## src/rtl/audio_pkg.sv

```systemverilog
// Shared audio-path types and defaults used by the filter and I2S stages.
package audio_pkg;

    localparam int unsigned AUDIO_SAMPLE_W   = 16;
    localparam int unsigned I2S_SLOT_W_DEF   = 32;
    localparam int unsigned I2S_BCLK_DIV_DEF = 12;

    typedef logic signed [AUDIO_SAMPLE_W-1:0] sample_t;

    // Counter width for a range of v values, never narrower than one bit
    function automatic int unsigned clog2_min1(input int unsigned v);
        return (v > 1) ? $clog2(v) : 1;
    endfunction

endpackage

```

## src/rtl/i2s_bclk_gen.sv

```systemverilog
// I2S bit-clock generator: divides Clk down to BCLK and flags each toggle.
// rise_tick/fall_tick are high in the Clk cycle whose edge toggles bclk.
module i2s_bclk_gen
    import audio_pkg::*;
#(
    parameter int unsigned BCLK_DIV = I2S_BCLK_DIV_DEF
) (
    input  logic Clk,
    input  logic Reset,
    output logic bclk,
    output logic rise_tick,
    output logic fall_tick
);

    localparam int unsigned         CNT_W  = clog2_min1(BCLK_DIV);
    localparam logic [CNT_W-1:0]    CNT_TC = CNT_W'(BCLK_DIV - 1);

    logic [CNT_W-1:0] div_cnt;
    logic             term_c;

    // Terminal count marks the edge at which bclk toggles
    always_comb begin
        term_c    = (div_cnt == CNT_TC);
        rise_tick = term_c & ~bclk;
        fall_tick = term_c & bclk;
    end

    // Half-period divider and bit-clock register
    always_ff @(posedge Clk) begin
        if (Reset) begin
            div_cnt <= '0;
            bclk    <= 1'b0;
        end else if (term_c) begin
            div_cnt <= '0;
            bclk    <= ~bclk;
        end else begin
            div_cnt <= div_cnt + CNT_W'(1);
        end
    end

endmodule

```

## src/rtl/i2s_dac_tx.sv

```systemverilog
// I2S transmitter for the codec DAC: one mono sample per frame, sent on both
// channels, MSB first with the standard one-bit delay after LRCLK changes.
// Build option I2S_UNDERRUN_HOLD_EN: on underrun retransmit the previous
// sample instead of silence.
module i2s_dac_tx
    import audio_pkg::*;
#(
    parameter int unsigned BCLK_DIV = I2S_BCLK_DIV_DEF,
    parameter int unsigned SLOT_W   = I2S_SLOT_W_DEF,
    parameter int unsigned SAMPLE_W = AUDIO_SAMPLE_W
) (
    input  logic                       Clk,
    input  logic                       Reset,
    input  logic signed [SAMPLE_W-1:0] sample_in,
    input  logic                       sample_valid,
    output logic                       sample_ready,
    output logic                       bclk,
    output logic                       lrclk,
    output logic                       dacdat,
    output logic                       frame_start,
    output logic                       underrun
);

    localparam int unsigned        BIT_W    = $clog2(2 * SLOT_W);
    localparam int unsigned        IDX_W    = clog2_min1(SAMPLE_W);
    localparam logic [BIT_W-1:0]   BIT_LAST = BIT_W'(2 * SLOT_W - 1);
    localparam logic [BIT_W-1:0]   SLOT_K   = BIT_W'(SLOT_W);
    localparam logic [BIT_W-1:0]   DATA_END = BIT_W'(SAMPLE_W);

    logic                rise_tick;
    logic                fall_tick;
    logic                unused_rise;

    logic [BIT_W-1:0]    bit_cnt;
    logic                buf_full;
    logic [SAMPLE_W-1:0] buf_data;
    logic [SAMPLE_W-1:0] data;

    logic                in_right_c;
    logic [BIT_W-1:0]    pos_c;
    logic [IDX_W-1:0]    bit_idx_c;
    logic                ser_bit_c;
    logic                accept_c;
    logic                load_c;

    i2s_bclk_gen #(
        .BCLK_DIV (BCLK_DIV)
    ) u_bclk_gen (
        .Clk       (Clk),
        .Reset     (Reset),
        .bclk      (bclk),
        .rise_tick (rise_tick),
        .fall_tick (fall_tick)
    );

    // Outputs only move on falling BCLK, so the rise is not needed here
    assign unused_rise = rise_tick;

    // Slot position and the serial bit to launch at the next fall tick
    always_comb begin
        in_right_c = (bit_cnt >= SLOT_K);
        pos_c      = in_right_c ? (bit_cnt - SLOT_K) : bit_cnt;
        bit_idx_c  = IDX_W'(SAMPLE_W - 32'(pos_c));
        ser_bit_c  = 1'b0;
        if ((pos_c != '0) && (pos_c <= DATA_END)) begin
            ser_bit_c = data[bit_idx_c];
        end
    end

    // Handshake: buffer accepts only when empty and out of reset
    always_comb begin
        sample_ready = ~buf_full & ~Reset;
        accept_c     = sample_valid & sample_ready;
        load_c       = fall_tick & (bit_cnt == '0);
    end

    // Bit counter, one-entry buffer, frame data and serial output registers
    always_ff @(posedge Clk) begin
        if (Reset) begin
            bit_cnt     <= '0;
            buf_full    <= 1'b0;
            buf_data    <= '0;
            data        <= '0;
            lrclk       <= 1'b0;
            dacdat      <= 1'b0;
            frame_start <= 1'b0;
            underrun    <= 1'b0;
        end else begin
            frame_start <= 1'b0;
            underrun    <= 1'b0;

            if (accept_c) begin
                buf_full <= 1'b1;
                buf_data <= sample_in;
            end

            if (fall_tick) begin
                lrclk   <= in_right_c;
                dacdat  <= ser_bit_c;
                bit_cnt <= (bit_cnt == BIT_LAST) ? '0 : (bit_cnt + BIT_W'(1));
            end

            // An accept in this cycle cannot coincide with consuming a full buffer
            if (load_c) begin
                frame_start <= 1'b1;
                if (buf_full) begin
                    data     <= buf_data;
                    buf_full <= 1'b0;
                end else begin
                    underrun <= 1'b1;
`ifdef I2S_UNDERRUN_HOLD_EN
                    data     <= data;
`else
                    data     <= '0;
`endif
                end
            end
        end
    end

endmodule
```

## config.mk

```make
export PLATFORM = sky130hd
export DESIGN_NAME = i2s_dac_tx
export DESIGN_NICKNAME = d
export VERILOG_FILES = /design/src/rtl/audio_pkg.sv /design/src/rtl/i2s_bclk_gen.sv /design/src/rtl/i2s_dac_tx.sv
export SDC_FILE = /design/constraint.sdc
export NUM_CORES = 1
export LEC_CHECK = 0
export ABC_CLOCK_PERIOD_IN_PS = 4700
export CORE_UTILIZATION = 59
export DETAILED_ROUTE_END_ITERATION = 8
export MAX_ROUTING_LAYER = met4
export PLACE_DENSITY = 0.84
export SLEW_MARGIN = 25
export SYNTH_ARGS = -nofsm -noshare
export SYNTH_HDL_FRONTEND = slang
export SYNTH_SLANG_ARGS = --single-unit
```

## constraint.sdc

```tcl
create_clock -name Clk -period 4.7 [get_ports Clk]
set_input_delay 0.47 -clock Clk [delete_from_list [all_inputs] [get_ports Clk]]
set_output_delay 0.47 -clock Clk [all_outputs]
set_load 0.05 [all_outputs]
```

==> run metrics, run 1 <==
Seq/Total Area, Yosys between 40% and 50%; ratio of cells with drive above 1 in the final layout under 10%; path depth of the worst reg2reg path 6; largest clock skew in the final design approximately 11 ps; starting DRC count in detailed routing slightly below 90; net count after synthesis 260; crit share post-route between 50% and 60%; number of antenna diodes 0; Final Routed Wirelength around 3600 um; sort of element at the start of the critical path primary input; top cell types by occurrence after synthesis dfxtp_1, nand2_1, a21oi_1; maximum number of pins on one net before global-route repair 48; total vias in the final route 1581; Req. time, crit path between 4000 and 5000 ps; Slowest Stage Delay on Critical Path 730 ps; worst max-slew margin expressed relative to the limit 43.6%; maximum buffer depth of the clock tree 2; transition time at the pin with the least slew margin 846 ps; flip-flop cell with the highest count after synthesis dfxtp_1; total die area ~0.0038 mm^2; clock-pin slew of the registers on the worst-case setup and hold paths 130 ps; Crit path buffers/inverters 3; total power divided by cell area 301 mW/mm^2; sequence of cells on the critical path clkdlybuf4s50_1, buf_4, nor2_1, clkdlybuf4s50_1; Finished Cell Area between 0.002 and 0.0025 mm^2; DRT antenna net count 0; busiest layer in global routing met2; worst hold path type reg2reg; number of instances on the worst hold path 2; Yosys top cell by area dfxtp_1; fraction of post-synthesis cell area in the top cell type by area a little under half; Final #Nets 273; buffer count from post-CTS setup fixing 0; critical path peak fanout 47; hold-fix buffers at CTS 0; setup repair after global routing missed its margin false; via density per instance ~5.3; CTS Buf Count 5; routed length per instance around 12 um; overall power consumption a little over 0.7 mW; maximum frequency from static timing analysis about 390 MHz; number of levels the H-tree was split into 2; met3 Resource Use GR between 6 and 7%; CTS Sinks 48; Std-Cell Rows 21; met2 capacity usage during global routing 33.9%; leakage power 0.856 nW; M1 GR Usage between 20% and 30%; average cell area after synthesis between 8 and 9 um^2; post_cts resized 0; gate count after technology mapping ~240; die span in y 61.8 um; largest cells by area after synthesis dfxtp_1, nand2_1, a21oi_1; clock tree from TritonCTS built; run status complete, no violations; number of iterations in the first detailed-routing pass 4; post-placement cell area about 0.0023 mm^2; most instantiated library cell after synthesis dfxtp_1; global-route wire length before repair 5940 um; final critical delay including setup and external delays roughly 2600 ps; number of endpoints failing setup at the final stage 0; initial antenna violation count 0; number of max-capacitance violations reported 0; final weighted congestion in routability-driven placement 0.843; horizontal die dimension approximately 62 um; root buffer cell clkbuf_4; gr usage total 22.4%; number of warnings printed during yosys synthesis 0; CP dominant cell by count clkdlybuf4s50_1; kind of cell with the highest combined delay on the critical path buffers and inverters; number of distinct library cells after synthesis 38; via count of the first global-routing pass 1365; Max stage delay cell, worst path clkdlybuf4s50_1; total grt overflow 0; Netlist Area Pre-Place ~0.0021 mm^2; Worst Path Arrival about 2100 ps; clock insertion delay at the later pin of the skew report roughly 370 ps; asr flop ratio synth 0%; Post-route DRC 0; number of flops mapped to enable cells by yosys 0; synth-to-layout area growth 12.6%; fin util approximately 70%; Total Negative Setup Slacks 0 ps; Port Buf Inserts 24; critical path start-end classification in2out; Final Hold Violating Endpoints 0; area of the placeable core around 0.0034 mm^2; hpwl dp approximately 2300 um; worst vdd rail ir drop slightly above 0.0002 V; Levels on crit path 4; I/O pin count 25; critical path endpoint category output port; flip-flop and latch count after synthesis between 40 and 50; tightest hold margin about 460 ps; effective utilization at floorplan between 60 and 70%; Final Max Slew Viols 0
==> cell usage in the layout (no fill, tap or decap), types with 2 or more instances in the layout <==
cell / instances
ha_1: 3
dfxtp_1: 48
mux4_2: 4
nand2_1: 41
clkdlybuf4s50_1: 24
o21bai_1: 2
a21oi_1: 20
nor2_1: 13
inv_1: 2
a21boi_0: 2
o21ai_1: 2
nand4_1: 2
and3_1: 4
nor3b_1: 2
o21ai_0: 16
clkbuf_4: 5
xnor2_1: 3
nand2b_1: 16
xor2_1: 5
nand3_1: 18
nor3_2: 2
==> per-layer routing <==
| layer | share of wire, % | wire, um |
|---|---|---|
| met1 | 49 | 1770 |
| met2 | 45 | 1620 |
| met3 | 4.0 | 143 |
| met4 | 1.3 | 48 |
| met5 | 0 | 0 |
==> stage by stage <==
step / std cells / setup WS, ps
finish: 298 / 2100
global placement: 290 / 2110
detailed placement: 290 / 2100
floorplan: 238 / 2700
CTS: 298 / 2100
global route: 298 / 2030
==> power breakdown <==
part | internal (mW) | total (mW) | switching, mW
Combinational | 0.0249 | 0.0445 | 0.0196
Clock | 0.111 | 0.242 | 0.131
Sequential | 0.419 | 0.429 | 0.00990
Total | 0.555 | 0.715 | 0.160
==> final cells by class <==
type,count,area [um^2]
Timing Repair Buffer,25,248
Multi-Input combinational cell,169,1020
Tap cell,46,57.6
Inverter,2,7.51
Clock buffer,5,37.5
Sequential cell,48,961
Fill cell,254,1010
Clock inverter,3,42.5
==> registers in the layout (all words and copies together), names as in the netlist <==
register / cells
u_bclk_gen.div_cnt: 4
buf_full: 1
underrun: 1
lrclk: 1
frame_start: 1
buf_data: 16
dacdat: 1
bit_cnt: 6
u_bclk_gen.bclk: 1
data: 16
==> cells by family after synthesis <==
family	synth area share, %
AOI/OAI and AO/OA	11.9
DFF	45.5
and+or+nand+nor	26.8
adders and majority gates	1.78
xor gates and xnor gates	3.32
buffers and inverters	5.99
muxes	4.74
==> worst paths after layout <==
path | start | end | slack (ps)
max | Reset | sample_ready | 2100
min | data[9]$_SDFFE_PP0P_ | data[9]$_SDFFE_PP0P_ | 460
max reg2reg | bit_cnt[0]$_SDFFE_PP0P_ | dacdat$_SDFFE_PP0P_ | 2650
min reg2reg | data[9]$_SDFFE_PP0P_ | data[9]$_SDFFE_PP0P_ | 460
==> worst min-delay path, stage by stage (launching register included) <==
cell and delay (ps):
dfxtp_1 330, nand2_1 50, a21oi_1 50
(Power assumes the default switching activity.)
==> run 2, diff against run 1 <==
- ABC_CLOCK_PERIOD_IN_PS: 4700 -> 2600
- CORE_UTILIZATION: 59 -> 55
- PLACE_DENSITY: 0.84 -> 0.79
- clock period: 4.7 -> 2.6 ns (I/O delays scaled with it)
==> run metrics, run 2 (synthesized netlist as in run 1, its figures left out) <==
post_cts resized 0; final critical delay including setup and external delays 2000 ps; gr usage total around 22%; Std-Cell Rows 22; met2 capacity usage during global routing 35.4%; leakage power between 0.8 and 0.9 nW; Filler Cell Count between 300 and 400; total grt overflow 0; worst hold path type reg2reg; DRT antenna net count 0; via density per instance around 5.3; critical path peak fanout 10; Finished Cell Area about 0.0024 mm^2; clock-pin slew of the registers on the worst-case setup and hold paths approximately 90 ps; number of max-capacitance violations reported 0; number of endpoints failing setup at the final stage 0; ratio of cells with drive above 1 in the final layout under 10%; routed length per instance between 10 and 15 um; number of iterations in the first detailed-routing pass 4; maximum buffer depth of the clock tree 2; initial antenna violation count 0; Worst Path Arrival between 2000 and 2500 ps; M1 GR Usage between 20% and 30%; final weighted congestion in routability-driven placement approximately 0.83; buffer count from post-CTS setup fixing 0; path depth of the worst reg2reg path 6; number of antenna diodes 0; transition time at the pin with the least slew margin ~660 ps; Total Negative Setup Slacks 0 ps; multi-input logic area around 0.0010 mm^2; setup repair after global routing missed its margin false; number of instances on the worst hold path 2; horizontal die dimension approximately 64 um; Final #Nets between 200 and 300; overall power consumption roughly 1.3 mW; clock tree from TritonCTS built; starting DRC count in detailed routing 51; Port Buf Inserts 24; total die area 0.00409 mm^2; via count of the first global-routing pass between 1500 and 2000; hold-fix buffers at CTS 0; maximum number of pins on one net before global-route repair 47; total vias in the final route 1602; critical path endpoint category flip-flop; Crit Reg-Reg Startpoint bit_cnt[0]$_SDFFE_PP0P_; Worst Hold End data[6]$_SDFFE_PP0P_; Regs by FF count buf_data: 16 flops, data: 16 flops, bit_cnt: 6 flops; worst max-slew margin expressed relative to the limit between 50 and 60%; commonest non-fill, non-tap cells in the layout dfxtp_1, nand2_1, clkdlybuf4s50_1; Final Routed Wirelength ~3700 um; run status complete, no violations; Final Hold Violating Endpoints 0; I/O pin count 25; critical path start-end classification reg2reg; worst vdd rail ir drop 0.000396 V; Req. time, crit path about 2800 ps; sort of element at the start of the critical path flip-flop; area of the placeable core 0.00366 mm^2; root buffer cell clkbuf_8; clock insertion delay at the later pin of the skew report 300 ps; CTS Buf Count 5; total power divided by cell area roughly 530 mW/mm^2; Post-route DRC 0; CTS Sinks 48; placed cell count slightly below 300; number of non-filler instances in the completed layout ~300; global-route wire length before repair 6660 um; Final Max Slew Viols 0; commonest non-fill, non-tap cell in the layout dfxtp_1; met3 Resource Use GR roughly 5.5%; maximum frequency from static timing analysis 501 MHz; worst reg-to-reg setup slack 600 ps; die span in y between 60 and 70 um; synth-to-layout area growth 14.0%; effective utilization at floorplan slightly below 60%; hpwl dp ~2500 um; crit share post-route approximately three quarters; number of levels the H-tree was split into 2; tightest hold margin 453 ps; CP startpoint bit_cnt[0]$_SDFFE_PP0P_; largest clock skew in the final design 5.82 ps; busiest layer in global routing met2; post-placement cell area approximately 0.0023 mm^2; beginning of the worst hold path data[6]$_SDFFE_PP0P_; Reg2Reg Capture Point dacdat$_SDFFE_PP0P_; register area just under 0.001 mm^2
[run 2: changes by cell type in the layout (fill, tap and decap cells not counted)]
cell / delta
clkdlybuf4s50_1: -1
buf_12: +1
clkbuf_4: -5
buf_4: +2
bufinv_16: -1
clkbuf_8: +5
[run 2: cell type report]
| cell class | instances | share of cell area (%) |
|---|---|---|
| multi-input combinational | 169 | 42.5 |
| sequential | 48 | 39.9 |
| timing repair buffer | 27 | 11.3 |
| clock buffer | 5 | 2.86 |
| tap | 48 | 2.50 |
| clock inverter | 2 | 0.520 |
| inverter | 2 | 0.312 |
[run 2: report_power, final]
part           internal [mW]  switching, mW
logic                 0.0495         0.0428
clock network          0.182          0.239
registers              0.757         0.0135
total                  0.988          0.295
[run 2: per-stage QoR]
| step | setup slack, ps | utilization, % |
|---|---|---|
| 5_1_grt | 382 | 65.7 |
| 3_3_place_gp | 667 | 63.5 |
| 4_1_cts | 605 | 65.7 |
| 3_5_place_dp | 636 | 63.5 |
| 6_report | 603 | 65.7 |
| 2_1_floorplan | 765 | - |
[run 2: worst max path at each step]
stage / cells after the start / end / slack [ps]
finish: 6 / dacdat$_SDFFE_PP0P_ / 600
global route: 6 / data[7]$_SDFFE_PP0P_ / 380
CTS: 6 / data[7]$_SDFFE_PP0P_ / 600
detailed placement: 6 / dacdat$_SDFFE_PP0P_ / 640
global placement: 6 / dacdat$_SDFFE_PP0P_ / 670
floorplan: 5 / buf_data[11]$_SDFFE_PP0P_ / 760
[run 2: layer usage]
| layer | up-vias | share of wire, % |
|---|---|---|
| li1 | 832 | - |
| met1 | 736 | 48 |
| met2 | 28 | 47 |
| met3 | 6 | 3.5 |
| met4 | 0 | 1.4 |
| met5 | - | 0 |
[run 2: critical path: stages (launching register included)]
cell	delay, ps
dfxtp_1	590
inv_1	120
ha_1	410
mux4_2	330
and3_1	200
o21ai_1	140
a31oi_1	90
==> run 3, diff against run 2 <==
- ABC_CLOCK_PERIOD_IN_PS: 2600 -> 1800
- CORE_UTILIZATION: 55 -> 49
- PLACE_DENSITY: 0.79 -> 0.74
- clock period: 2.6 -> 1.8 ns (I/O delays scaled with it)
==> run metrics, run 3 (synthesized netlist as in run 1, its figures left out) <==
run status complete, no violations; worst hold path type in2reg; largest clock skew in the final design 5.21 ps; die span in y between 60 and 70 um; Total Negative Setup Slacks 0 ps; clock tree from TritonCTS built; total vias in the final route ~1600; number of levels the H-tree was split into 2; critical path start-end classification reg2reg; Reg2Reg Capture Point dacdat$_SDFFE_PP0P_; gr usage total between 10% and 20%; commonest non-fill, non-tap cells in the layout dfxtp_1, nand2_1, clkdlybuf4s50_1; Worst Path Arrival around 1900 ps; Std-Cell Rows 23; highest metal layer used by the detailed router met4; maximum frequency from static timing analysis 590 MHz; maximum buffer depth of the clock tree 2; global-route wire length before repair between 6000 and 7000 um; Final Hold Violating Endpoints 0; total power divided by cell area approximately 830 mW/mm^2; CTS Sinks 48; total grt overflow 0; synth-to-layout area growth 18.5%; transition time at the pin with the least slew margin between 800 and 900 ps; worst vdd rail ir drop between 0.0004 and 0.0005 V; via density per instance approximately 5.3; overall power consumption 2.09 mW; post-placement cell area around 0.0024 mm^2; final weighted congestion in routability-driven placement about 0.84; Req. time, crit path 1990 ps; Finished Cell Area ~0.0025 mm^2; tightest hold margin ~430 ps; critical path endpoint category flip-flop; Regs by FF count buf_data: 16 flops, data: 16 flops, bit_cnt: 6 flops; hpwl dp 2510 um; clock insertion delay at the later pin of the skew report roughly 300 ps; root buffer cell clkbuf_8; I/O pin count 25; met3 layer wire length in the routed design 130 um; clock-pin slew of the registers on the worst-case setup and hold paths around 80 ps; critical path peak fanout 6; area of the placeable core about 0.0041 mm^2; worst max-slew margin expressed relative to the limit 41.8%; sort of element at the start of the critical path flip-flop; Worst Hold End buf_data[0]$_SDFFE_PP0P_; effective utilization at floorplan 52.0%; CTS Buf Count 5; maximum number of pins on one net before global-route repair 47; number of max-capacitance violations reported 0; via count of the first global-routing pass ~1500; Final Max Slew Viols 0; crit share post-route 94.2%; number of endpoints failing setup at the final stage 0; commonest non-fill, non-tap cell in the layout dfxtp_1; Final #Nets 279; number of antenna diodes 0; initial antenna violation count 0; starting DRC count in detailed routing 89; Post-route DRC 0; setup repair after global routing missed its margin false; worst reg-to-reg setup slack 100 ps; ratio of cells with drive above 1 in the final layout around 12%; Crit Reg-Reg Startpoint bit_cnt[1]$_SDFFE_PP0P_; DRT antenna net count 0; leakage power between 0.9 and 1 nW; Routed met1 length around 1800 um; hold-fix buffers at CTS 0; routed length per instance ~12 um; total die area ~0.0046 mm^2; path depth of the worst reg2reg path 6; Port Buf Inserts 24; beginning of the worst hold path sample_in[0]; number of instances on the worst hold path 3; Final Routed Wirelength approximately 3800 um; met2 layer wire length in the routed design 1710 um; number of iterations in the first detailed-routing pass 6; final critical delay including setup and external delays around 1700 ps; horizontal die dimension between 60 and 70 um
run 3: cell count changes in the layout (fill, tap and decap cells not counted), sizes merged:
| cell | previous run | this run |
|---|---|---|
| buf | 4 | 8 |
| bufinv | 0 | 1 |
| clkbuf | 5 | 7 |
| clkinv | 1 | 0 |
| clkinvlp | 1 | 0 |
run 3: per-layer routing:
layer | vias up | track usage [%]
met1 | 753 | 23.0
li1 | 843 | -
met5 | - | -
met2 | 30 | 30.7
met4 | 0 | 9.57
met3 | 11 | 5.74
run 3: worst max path at each step:
stage	to	slack [ps]	cells past startpoint	from
after floorplan	dacdat$_SDFFE_PP0P_	70	7	bit_cnt[0]$_SDFFE_PP0P_
after global placement	buf_data[3]$_SDFFE_PP0P_	50	4	Reset
after detailed placement	buf_data[3]$_SDFFE_PP0P_	-50	4	Reset
after CTS	dacdat$_SDFFE_PP0P_	40	6	bit_cnt[1]$_SDFFE_PP0P_
after global routing	dacdat$_SDFFE_PP0P_	30	6	bit_cnt[1]$_SDFFE_PP0P_
final	dacdat$_SDFFE_PP0P_	100	6	bit_cnt[1]$_SDFFE_PP0P_
run 3: critical path, cell delays in order (launching register included):
cell and delay (ps):
dfxtp_2 390, inv_1 60, ha_1 390, mux4_2 350, and3_1 200, o21ai_1 120
a31oi_1 80
run 3: metrics by stage:
step	util (%)	worst slack, ps	std cells
global placement	58.5	48.3	300
finish	61.6	104	308
CTS	61.6	37.9	308
global route	61.6	34.8	308
detailed placement	58.5	-48.5	300
floorplan	-	72.9	238
run 3: area by class of cell:
class                           count  area [um^2]
Inverter                            2         7.51
Clock buffer                        7         96.3
Multi-Input combinational cell    169         1030
Sequential cell                    48          963
Clock inverter                      1         30.0
Fill cell                         354         1560
Tap cell                           50         62.6
Timing Repair Buffer               31          315
run 3: repair_timing:
item / in CTS / in global routing
setup buffers: 0 / 0
resized for setup: 0 / 1
endpoints found under the setup margin: 0 / 1
run 3: where the power goes:
part | total (mW) | switching, mW | internal [mW]
clock network | 0.838 | 0.348 | 0.490
registers | 1.11 | 0.0194 | 1.09
logic | 0.137 | 0.0629 | 0.0737
total | 2.09 | 0.430 | 1.66
